File: src/rtl/mdu_ctrl_pkg.sv
// Shared definitions for the multiply/divide unit: op codes, FSM state
// encoding, HI/LO write-bus width and small arithmetic helpers.
package mdu_ctrl_pkg;

  localparam logic [1:0] MDU_MULT  = 2'd0;
  localparam logic [1:0] MDU_MULTU = 2'd1;
  localparam logic [1:0] MDU_DIV   = 2'd2;
  localparam logic [1:0] MDU_DIVU  = 2'd3;

  localparam int EX_TO_HILO_W = 66;
  localparam int MDU_STEPS    = 32;

  typedef enum logic [1:0] {
    S_IDLE = 2'd0,
    S_CALC = 2'd1,
    S_FIX  = 2'd2,
    S_DONE = 2'd3
  } mdu_state_e;

  // Divide ops have op[1] set; signed ops have op[0] clear.
  function automatic logic op_is_div(input logic [1:0] op);
    return op[1];
  endfunction

  function automatic logic op_is_signed(input logic [1:0] op);
    return ~op[0];
  endfunction

  function automatic logic [31:0] neg32(input logic [31:0] v);
    return (~v) + 32'd1;
  endfunction

  function automatic logic [63:0] neg64(input logic [63:0] v);
    return (~v) + 64'd1;
  endfunction

endpackage

File: src/rtl/mdu_datapath.sv
// Multiply/divide datapath: operand abs/latch, one shift-add or
// restoring-subtract step per cycle, and final sign fix of the result.
module mdu_datapath
  import mdu_ctrl_pkg::*;
(
  input  logic        clk,
  input  logic        resetn,
  input  logic        i_load,
  input  logic        i_step,
  input  logic [1:0]  i_op,
  input  logic [31:0] i_src_a,
  input  logic [31:0] i_src_b,
  output logic [31:0] o_hi,
  output logic [31:0] o_lo
);

  // Multiply: r_opa = multiplicand (fixed), r_opb = multiplier (shifts right).
  // Divide:   r_opa = dividend (shifts left, MSB feeds the remainder),
  //           r_opb = divisor (fixed).
  logic        r_is_div;
  logic        r_sign_a;
  logic        r_sign_b;
  logic [31:0] r_opa;
  logic [31:0] r_opb;
  logic [63:0] r_acc;

  logic        w_sign_a;
  logic        w_sign_b;
  logic [32:0] w_sum;
  logic [32:0] w_rem_sh;
  logic        w_ge;
  logic [31:0] w_rem_sub;
  logic [63:0] w_acc_next;

  assign w_sign_a = op_is_signed(i_op) & i_src_a[31];
  assign w_sign_b = op_is_signed(i_op) & i_src_b[31];

  // Multiply step: add multiplicand into the upper half (33-bit carry kept),
  // then the whole accumulator moves right by one.
  assign w_sum = {1'b0, r_acc[63:32]} + (r_opb[0] ? {1'b0, r_opa} : 33'd0);

  // Divide step: shift the next dividend bit into the remainder; the shifted
  // remainder can reach 33 bits but the difference always fits in 32.
  assign w_rem_sh  = {r_acc[63:32], r_opa[31]};
  assign w_ge      = (w_rem_sh >= {1'b0, r_opb});
  assign w_rem_sub = w_rem_sh[31:0] - r_opb;

  assign w_acc_next = r_is_div
    ? {(w_ge ? w_rem_sub : w_rem_sh[31:0]), r_acc[30:0], w_ge}
    : {w_sum, r_acc[31:1]};

  // Result sign fix: product negated on differing signs; quotient takes
  // sign_a^sign_b, remainder takes sign_a. Unsigned ops have both flags clear.
  always_comb begin
    o_hi = r_acc[63:32];
    o_lo = r_acc[31:0];
    if (r_is_div) begin
      if (r_sign_a)            o_hi = neg32(r_acc[63:32]);
      if (r_sign_a ^ r_sign_b) o_lo = neg32(r_acc[31:0]);
    end else if (r_sign_a ^ r_sign_b) begin
      {o_hi, o_lo} = neg64(r_acc);
    end
  end

  // Operand latch on accept, then one iteration per CALC cycle.
  always_ff @(posedge clk) begin
    if (!resetn) begin
      r_is_div <= 1'b0;
      r_sign_a <= 1'b0;
      r_sign_b <= 1'b0;
      r_opa    <= 32'd0;
      r_opb    <= 32'd0;
      r_acc    <= 64'd0;
    end else if (i_load) begin
      r_is_div <= op_is_div(i_op);
      r_sign_a <= w_sign_a;
      r_sign_b <= w_sign_b;
      r_opa    <= w_sign_a ? neg32(i_src_a) : i_src_a;
      r_opb    <= w_sign_b ? neg32(i_src_b) : i_src_b;
      r_acc    <= 64'd0;
    end else if (i_step) begin
      r_acc <= w_acc_next;
      if (r_is_div) r_opa <= {r_opa[30:0], 1'b0};
      else          r_opb <= {1'b0, r_opb[31:1]};
    end
  end

endmodule

File: src/rtl/mdu_ctrl.sv
// Iterative multiply/divide controller: FSM, step counter, pipeline stall
// and flush handling, and the registered HI/LO write bus.
module mdu_ctrl
  import mdu_ctrl_pkg::*;
#(
  parameter int STEPS = 32
)(
  input  logic        clk,
  input  logic        resetn,
  input  logic        start,
  input  logic [1:0]  op,
  input  logic [31:0] src_a,
  input  logic [31:0] src_b,
  input  logic        flush,
  output logic        stallreq,
  output logic        busy,
  output logic [65:0] hilo_bus
);

  localparam int CNT_W = $clog2(STEPS);

  mdu_state_e       r_state;
  mdu_state_e       w_next;
  logic [CNT_W-1:0] r_cnt;
  logic [65:0]      r_hilo;
  logic             w_accept;
  logic             w_last;
  logic [31:0]      w_hi;
  logic [31:0]      w_lo;

  assign w_last = (r_cnt == CNT_W'(STEPS - 1));
  assign busy   = (r_state != S_IDLE);

  // The write is held in r_hilo only through DONE; a same-cycle flush masks it.
  assign hilo_bus = (r_state == S_DONE && !flush) ? r_hilo : 66'd0;

  mdu_datapath u_dp (
    .clk     (clk),
    .resetn  (resetn),
    .i_load  (w_accept),
    .i_step  (r_state == S_CALC),
    .i_op    (op),
    .i_src_a (src_a),
    .i_src_b (src_b),
    .o_hi    (w_hi),
    .o_lo    (w_lo)
  );

  // State register.
  always_ff @(posedge clk) begin
    if (!resetn) r_state <= S_IDLE;
    else         r_state <= w_next;
  end

  // Next-state, accept and stall; stall drops in DONE so EX retires there.
  always_comb begin
    w_next   = r_state;
    w_accept = 1'b0;
    stallreq = 1'b0;
    case (r_state)
      S_IDLE: begin
        if (start && !flush) begin
          w_accept = 1'b1;
          stallreq = 1'b1;
          w_next   = S_CALC;
        end
      end
      S_CALC: begin
        stallreq = 1'b1;
        if (flush)       w_next = S_IDLE;
        else if (w_last) w_next = S_FIX;
      end
      S_FIX: begin
        stallreq = 1'b1;
        w_next   = flush ? S_IDLE : S_DONE;
      end
      S_DONE:  w_next = S_IDLE;
      default: w_next = S_IDLE;
    endcase
  end

  // Step counter: cleared on accept, advances once per CALC cycle.
  always_ff @(posedge clk) begin
    if (!resetn)                r_cnt <= '0;
    else if (w_accept)          r_cnt <= '0;
    else if (r_state == S_CALC) r_cnt <= r_cnt + 1'b1;
  end

  // Capture the sign-fixed result at the end of FIX; zero at all other times.
  always_ff @(posedge clk) begin
    if (!resetn || r_state != S_FIX || flush) r_hilo <= 66'd0;
    else                                      r_hilo <= {2'b11, w_hi, w_lo};
  end

endmodule

File: config.mk
export PLATFORM = sky130hd
export DESIGN_NAME = mdu_ctrl
export DESIGN_NICKNAME = d
export VERILOG_FILES = /design/src/rtl/mdu_ctrl_pkg.sv /design/src/rtl/mdu_datapath.sv /design/src/rtl/mdu_ctrl.sv
export SDC_FILE = /design/constraint.sdc
export NUM_CORES = 1
export LEC_CHECK = 0
export BUFFER_PORTS_ARGS = -buffer_cell sky130_fd_sc_hd__buf_4
export CAP_MARGIN = 0
export CORE_MARGIN = 10
export CORE_UTILIZATION = 35
export DETAILED_ROUTE_END_ITERATION = 12
export SETUP_SLACK_MARGIN = 0.2
export SYNTH_ARGS = -nofsm -noshare
export SYNTH_HDL_FRONTEND = slang
export SYNTH_HIERARCHICAL = 1
export SYNTH_SLANG_ARGS = --single-unit
export TNS_END_PERCENT = 1
File: constraint.sdc
create_clock -name clk -period 4 [get_ports clk]
set_input_delay 0.6 -clock clk [delete_from_list [all_inputs] [get_ports clk]]
set_output_delay 0.6 -clock clk [all_outputs]
set_load 0.01 [all_outputs]
== Word-level counts from Yosys, hierarchy flattened ==
Cells that the tools add are included.

* Input port bits: 70
* ROM bits: 0
* Bits in registers: 204
* Output and inout bits: 68
* Word-level logic and storage cells: 79
* Bits in latches: 0
* Memories: 0
* Memory bits (writable): 0

* Div/mod/pow operators: 0
* Multipliers: 0
* Equal/unequal tests: 8
* Shifts and indexed selects: 0
* Bitwise operators: 10
* Order comparisons: 1
* Muxes and demuxes: 27
* Reductions and logical operators: 15
* Add/sub/neg operators: 8

{| class="wikitable"
|+ Operators by type and width
! kind !! count
|-
| two-way mux 32 bit || 16
|-
| two-way mux 66 bit || 2
|-
| adder 32 x 1 -> 32 bit, second input constant || 4
|-
| NOT 32 bit || 4
|-
| adder 64 x 1 -> 64 bit, second input constant || 1
|-
| two-way mux 64 bit || 1
|-
| NOT 64 bit || 1
|-
| adder 32 x 33 -> 33 bit || 1
|-
| greater-or-equal comparator 33 x 32 -> 1 bit || 1
|-
| subtractor 32 bit || 1
|-
| two-way mux 2 bit || 4
|-
| one-hot mux 2 bit (4 select lines) || 1
|-
| AND reduction 2 bit || 3
|-
| nonzero test 2 bit || 3
|-
| adder 5 x 1 -> 5 bit, second input constant || 1
|-
| equality test 5 bit, second input constant || 1
|-
| equality test 2 bit, second input constant || 2
|-
| inequality test 2 bit, second input constant || 2
|-
| OR reduction 2 bit || 2
|-
| inequality test 3 bit, second input constant || 1
|-
| AND 1 bit || 2
|-
| equality test 2 x 1 -> 1 bit, second input constant || 1
|-
| logical AND 1 bit || 2
|-
| zero test 1 bit || 2
|-
| 7 further kinds || 10
|}

== Logic depth before layout (Yosys ltp) ==
* Depth in word-level cells: 6
* Gate-level depth with buffers: 15

== By module ==
The synthesis kept the hierarchy.

{| class="wikitable"
|+ By module, submodules not included
! module !! sequential area each (µm²) !! area each (µm²) !! cells each !! times used
|-
| mdu_datapath || 2,622.5 || 12,772.2 || 1,796 || 1
|-
| mdu_ctrl || 1,441.4 || 2,716.4 || 258 || 1
|}

== Least setup slack after synthesis ==
Ideal clock, no wire load.

* Path kind: reg-to-reg
* Start: reg u_dp.r_opb[0]
* End: reg u_dp.r_acc[60]
* Arrival: 2,969 ps
* Slack: 946 ps
* Buffers on the path: 2
* Clock period less this slack: 3,054 ps
* Library setup time: 86 ps
* Stages on the path, launching flop included: 14
* Required time: 3,914 ps
* Path through: dfxtp_1 -> clkbuf_1 -> and2_1 -> ha_1 -> clkbuf_1 -> a41o_1 -> a221oi_1 -> a21bo_2 -> a31oi_1 -> a31o_2 -> nor2_1 -> a221oi_1 -> xor2_1 -> a211oi_1

* Longest elaborated chain between the ends: 3
* Elaborated cells between the ends (all ways): 6
* Those cells by class: 2 x add/sub; 1 x order compare; 3 x mux

{| class="wikitable"
|+ RTL lines
! element !! line !! source
|-
| from (decl) || mdu_datapath.sv:24 || <nowiki>logic [31:0] r_opb;</nowiki>
|-
| from (signal assigned) || mdu_datapath.sv:79 || <nowiki>r_opb <= w_sign_b ? neg32(i_src_b) : i_src_b;</nowiki>
|-
| from (signal assigned) || mdu_datapath.sv:84 || <nowiki>else r_opb <= {1'b0, r_opb[31:1]};</nowiki>
|-
| two-way mux 32 bit, or another cell as far along || mdu_datapath.sv:40 || <nowiki>assign w_sum = {1'b0, r_acc[63:32]} + (r_opb[0] ? {1'b0, r_opa} : 33'd0);</nowiki>
|-
| adder 32 x 33 -> 33 bit / two-way mux 32 bit (equally long branches) || mdu_datapath.sv:40, mdu_datapath.sv:49 ||
|-
| two-way mux 64 bit (*) || mdu_datapath.sv:49 || <nowiki>? {(w_ge ? w_rem_sub : w_rem_sh[31:0]), r_acc[30:0], w_ge}</nowiki>
|-
| to (signal assigned) || mdu_datapath.sv:82 || <nowiki>r_acc <= w_acc_next;</nowiki>
|-
| to (decl) || mdu_datapath.sv:25 || <nowiki>logic [63:0] r_acc;</nowiki>
|}

Every way passes the cells marked *; elsewhere a longest branch is shown, timed or not.
A chain may end at the register's enable or synchronous reset.

== Final worst setup path ==
* Start: reg u_dp.r_acc[34]
* End: reg u_dp.r_acc[53]

* Longest elaborated chain between the ends: 3
* Elaborated cells between the ends (all ways): 5
* Those cells by class: 2 x add/sub; 1 x order compare; 2 x mux

{| class="wikitable"
|+ RTL lines
! element !! line
|-
| subtractor 32 bit / greater-or-equal comparator 33 x 32 -> 1 bit (equally long branches) || mdu_datapath.sv:46, mdu_datapath.sv:45
|-
| two-way mux 32 bit || mdu_datapath.sv:49
|-
| two-way mux 64 bit (*) || mdu_datapath.sv:49
|}

Marked as above.

==> summary.txt <==
Worst hold path
  – Hold path cells: 3
  – Hold Path Sink: u_dp/r_is_div
  – Hold crit path type: in -> reg
  – Hold_sp: op[1]

Critical path
  – Critical Path RT: 4.44 ns
  – Crit Path Category: reg -> reg
  – Worst EP arrival: 4.06 ns
  – Crit. Startpoint: u_dp/r_acc[34]
  – R2R cell count: 12
  – Crit path max-delay cell type: dfxtp_1
  – Largest stage delay, worst path: 0.66 ns
  – CP Launch Type: flip-flop
  – RR Startpoint: u_dp/r_acc[34]
  – Worst R2R Setup Slack: 0.38 ns
  – Largest fanout on the critical path: 23
  – Worst path top cell family by delay: compound AO/OA/AOI/OAI gates
  – Reg-to-reg endpoint: u_dp/r_acc[53]
  – Cells along the critical path: ha_1 -> o21a_1 -> o31a_1 -> o31a_1 -> nor4_1 -> o21ai_1 -> a41oi_4 -> buf_12 -> buf_12 -> mux2i_1 -> nor3_1 -> a311o_1
  – Crit path buffers/inverters: 2
  – Worst Setup End Kind: flip-flop

Die
  – Starting density of the core: 0.352
  – I/O pins: 138
  – Die W: 230 µm
  – Die height: 230 µm
  – CORE AREA: 0.0440 mm²
  – DIE AREA: 0.0531 mm²
  – Row Count: 77

Route
  – Detailed-route via count: 14613
  – Vias per cell: 5.32
  – Initial DRC count: 1111
  – Final wirelength: 49.8 mm
  – Post-route ant nets: 0
  – Avg WL per Cell: 18.1 µm
  – Met3 wire length: 2.97 mm
  – 1st-pass router iterations: 5
  – Met2 Wirelength: 22.3 mm
  – Top sig layer: met4
  – Drc violations: 0
  – M1 WL: 22.9 mm

STA
  – RSZ-0062 raised after global routing: no
  – Top achievable clock speed: 276 MHz
  – Hold WS: 0.307 ns
  – Worst slew pin tran: 1.24 ns
  – Worst setup margin: 0.378 ns
  – Final Hold Vio Count: 0
  – Max Slew Vio Count: 0
  – Slew headroom: 0.172
  – Setup_tns: 0 ns
  – Final Cycle Share: 0.906
  – Final Setup Violations: 0
  – Min cycle time layout: 3.62 ns
  – Clock skew: 0.0272 ns

Synthesis
  – Syn. warnings: 6
  – Area leader, netlist: dfxtp_1
  – Sequential fraction of the synthesis area: 0.262
  – Main synth FF type: dfxtp_1
  – Mapped Area: 0.0155 mm²
  – Post-synth EDFFs: 0
  – Ys async rst share: 0
  – Syn Area/Cell: 7.54 µm²
  – Synthesized instance count: 2054
  – Distinct cells, synth: 87
  – Synth Register Bits: 203
  – Leading post-synthesis cells by cell area: dfxtp_1 26%, a21oi_1 7.2%, ha_1 6.1%, nor2_1 5.2%, and2_1 5.2%
  – Synth top area share: 0.262
  – Mapped Nets: 2202

Pwr
  – Leakage: 7.57 nW
  – Pwr Density: 424 mW/mm²
  – Maximum vdd drop: 217 µV

Place
  – Final HPWL DP: 38.3 mm
  – IO buf count: 137
  – Post-Place Setup Slack: 0.478 ns
  – RePlAce Congestion: 0.926

Clocking
  – Postcts setup bufs: 0
  – Sink Count: 203
  – CTS tree: yes
  – Clock-pin slew on the worst setup and hold paths: 0.06 ns
  – Clock Path Buffers: 3
  – Root Buffer: clkbuf_16
  – TritonCTS buffer count: 25
  – Htree depth: 1
  – Hold Buf Count CTS: 0
  – Skew-Pair Late Insertion Delay: 0.57 ns

Global routing
  – Largest net degree at the start of global routing: 118
  – Global route overflow: 0
  – Vias in the first global route: 13972
  – Total GRT Usage: 0.179
  – First-pass GRT wire length: 78.0 mm
  – Initial antenna violation count: 2

Layout
  – Fillers: 4550
  – Commonest non-fill, non-tap cell in the layout: a21oi_1
  – Register area: 0.00407 mm²
  – Commonest cells after routing, fill and taps aside: 223 x a21oi_1, 212 x nor2_1, 201 x nand2_1, 201 x dfxtp_1, 185 x buf_4
  – Ant diodes: 0
  – Layout area overhead: 16.4%
  – Multi-input gate area: 0.0107 mm²
  – Layout cells sized above 1: 0.149
  – Nets: 2283

Flow run
  – Maxcap violations: 0

Status
  – Outcome: finished clean
power breakdown:
| part | switching [mW] | internal [mW] | leakage (nW) | total, mW |
|---|---|---|---|---|
| clock | 0.958 | 1.48 | 0.427 | 2.44 |
| sequential | 0.189 | 2.14 | 1.65 | 2.33 |
| combinational | 1.72 | 1.16 | 5.50 | 2.88 |
| total | 2.86 | 4.78 | 7.57 | 7.64 |
layout make-up:
cell class              count  area share
flip-flops and latches    203       0.226
multi-input cells        1655       0.591
clock buffers              33      0.0380
well taps                 592      0.0411
inverters                  62      0.0129
clock inverters            13      0.0109
repair buffers            188      0.0804
cells by family (layout without fill, tap and decap cells):
logic type / after synthesis / in the layout / synth area share
simple gates: 785 / 785 / 0.257
compound gates: 550 / 550 / 0.221
flops: 203 / 203 / 0.262
buf+inv: 196 / 296 / 0.0529
xor+xnor: 176 / 176 / 0.0995
fa+ha+maj: 78 / 78 / 0.0640
mux: 66 / 66 / 0.0432
registers in the layout, indices dropped and copies added, names as in the netlist:
register       cells
r_hilo            65
u_dp/r_acc        64
u_dp/r_opa        32
u_dp/r_opb        32
r_cnt              5
r_state            2
u_dp/r_is_div      1
u_dp/r_sign_a      1
u_dp/r_sign_b      1
cells in the mapped netlist (19+ instances only):
cell type,instances
a211oi_1,56
a21o_1,28
a21oi_1,223
and2_1,128
and2_2,39
clkbuf_1,100
dfxtp_1,203
ha_1,76
inv_1,60
mux2i_1,59
nand2_1,201
nand3_1,30
nor2_1,216
nor3_1,48
nor4_1,19
o21ai_0,98
o31ai_1,19
xnor2_1,88
xor2_1,88
per-layer routing:
metal	vias to the layer above	track usage
met1	6768	0.234
li1	7339	-
met4	0	0.0623
met2	417	0.290
met5	-	0
met3	89	0.0336
how the worst max path moves through the flow:
stage	to	slack, ns	cells after the start
2_1_floorplan	u_dp/r_acc[60]	0.95	13
3_3_place_gp	u_dp/r_acc[36]	0.49	12
3_5_place_dp	u_dp/r_acc[36]	0.48	12
4_1_cts	u_dp/r_acc[53]	0.45	12
5_1_grt	u_dp/r_acc[53]	0.23	12
6_report	u_dp/r_acc[53]	0.38	12
worst register-to-register path: cells and delay by family (launching register included):
| family | cells | cell delay (ns) |
|---|---|---|
| buffers and inverters | 2 | 0.38 |
| AOI/OAI and AO/OA | 6 | 1.46 |
| and+or+nand+nor | 2 | 0.43 |
| DFF | 1 | 0.66 |
| adders and majority gates | 1 | 0.39 |
| muxes | 1 | 0.19 |
metrics by stage:
stage	power (mW)	utilization	instances	cell area, µm²
floorplan	4.34	-	2054	15500
global placement	5.18	0.389	2700	17100
detailed placement	5.20	0.389	2700	17100
CTS	7.67	0.409	2746	18000
global route	8.07	0.409	2746	18000
finish	7.64	0.409	2746	18000
repair_timing:
| action | 4_1_cts | 5_1_grt |
|---|---|---|
| endpoints found under the setup margin | 0 | 1 |
| hold endpoints to repair | 0 | 0 |
| gates resized for setup | 0 | 1 |
(Power assumes the default switching activity.)
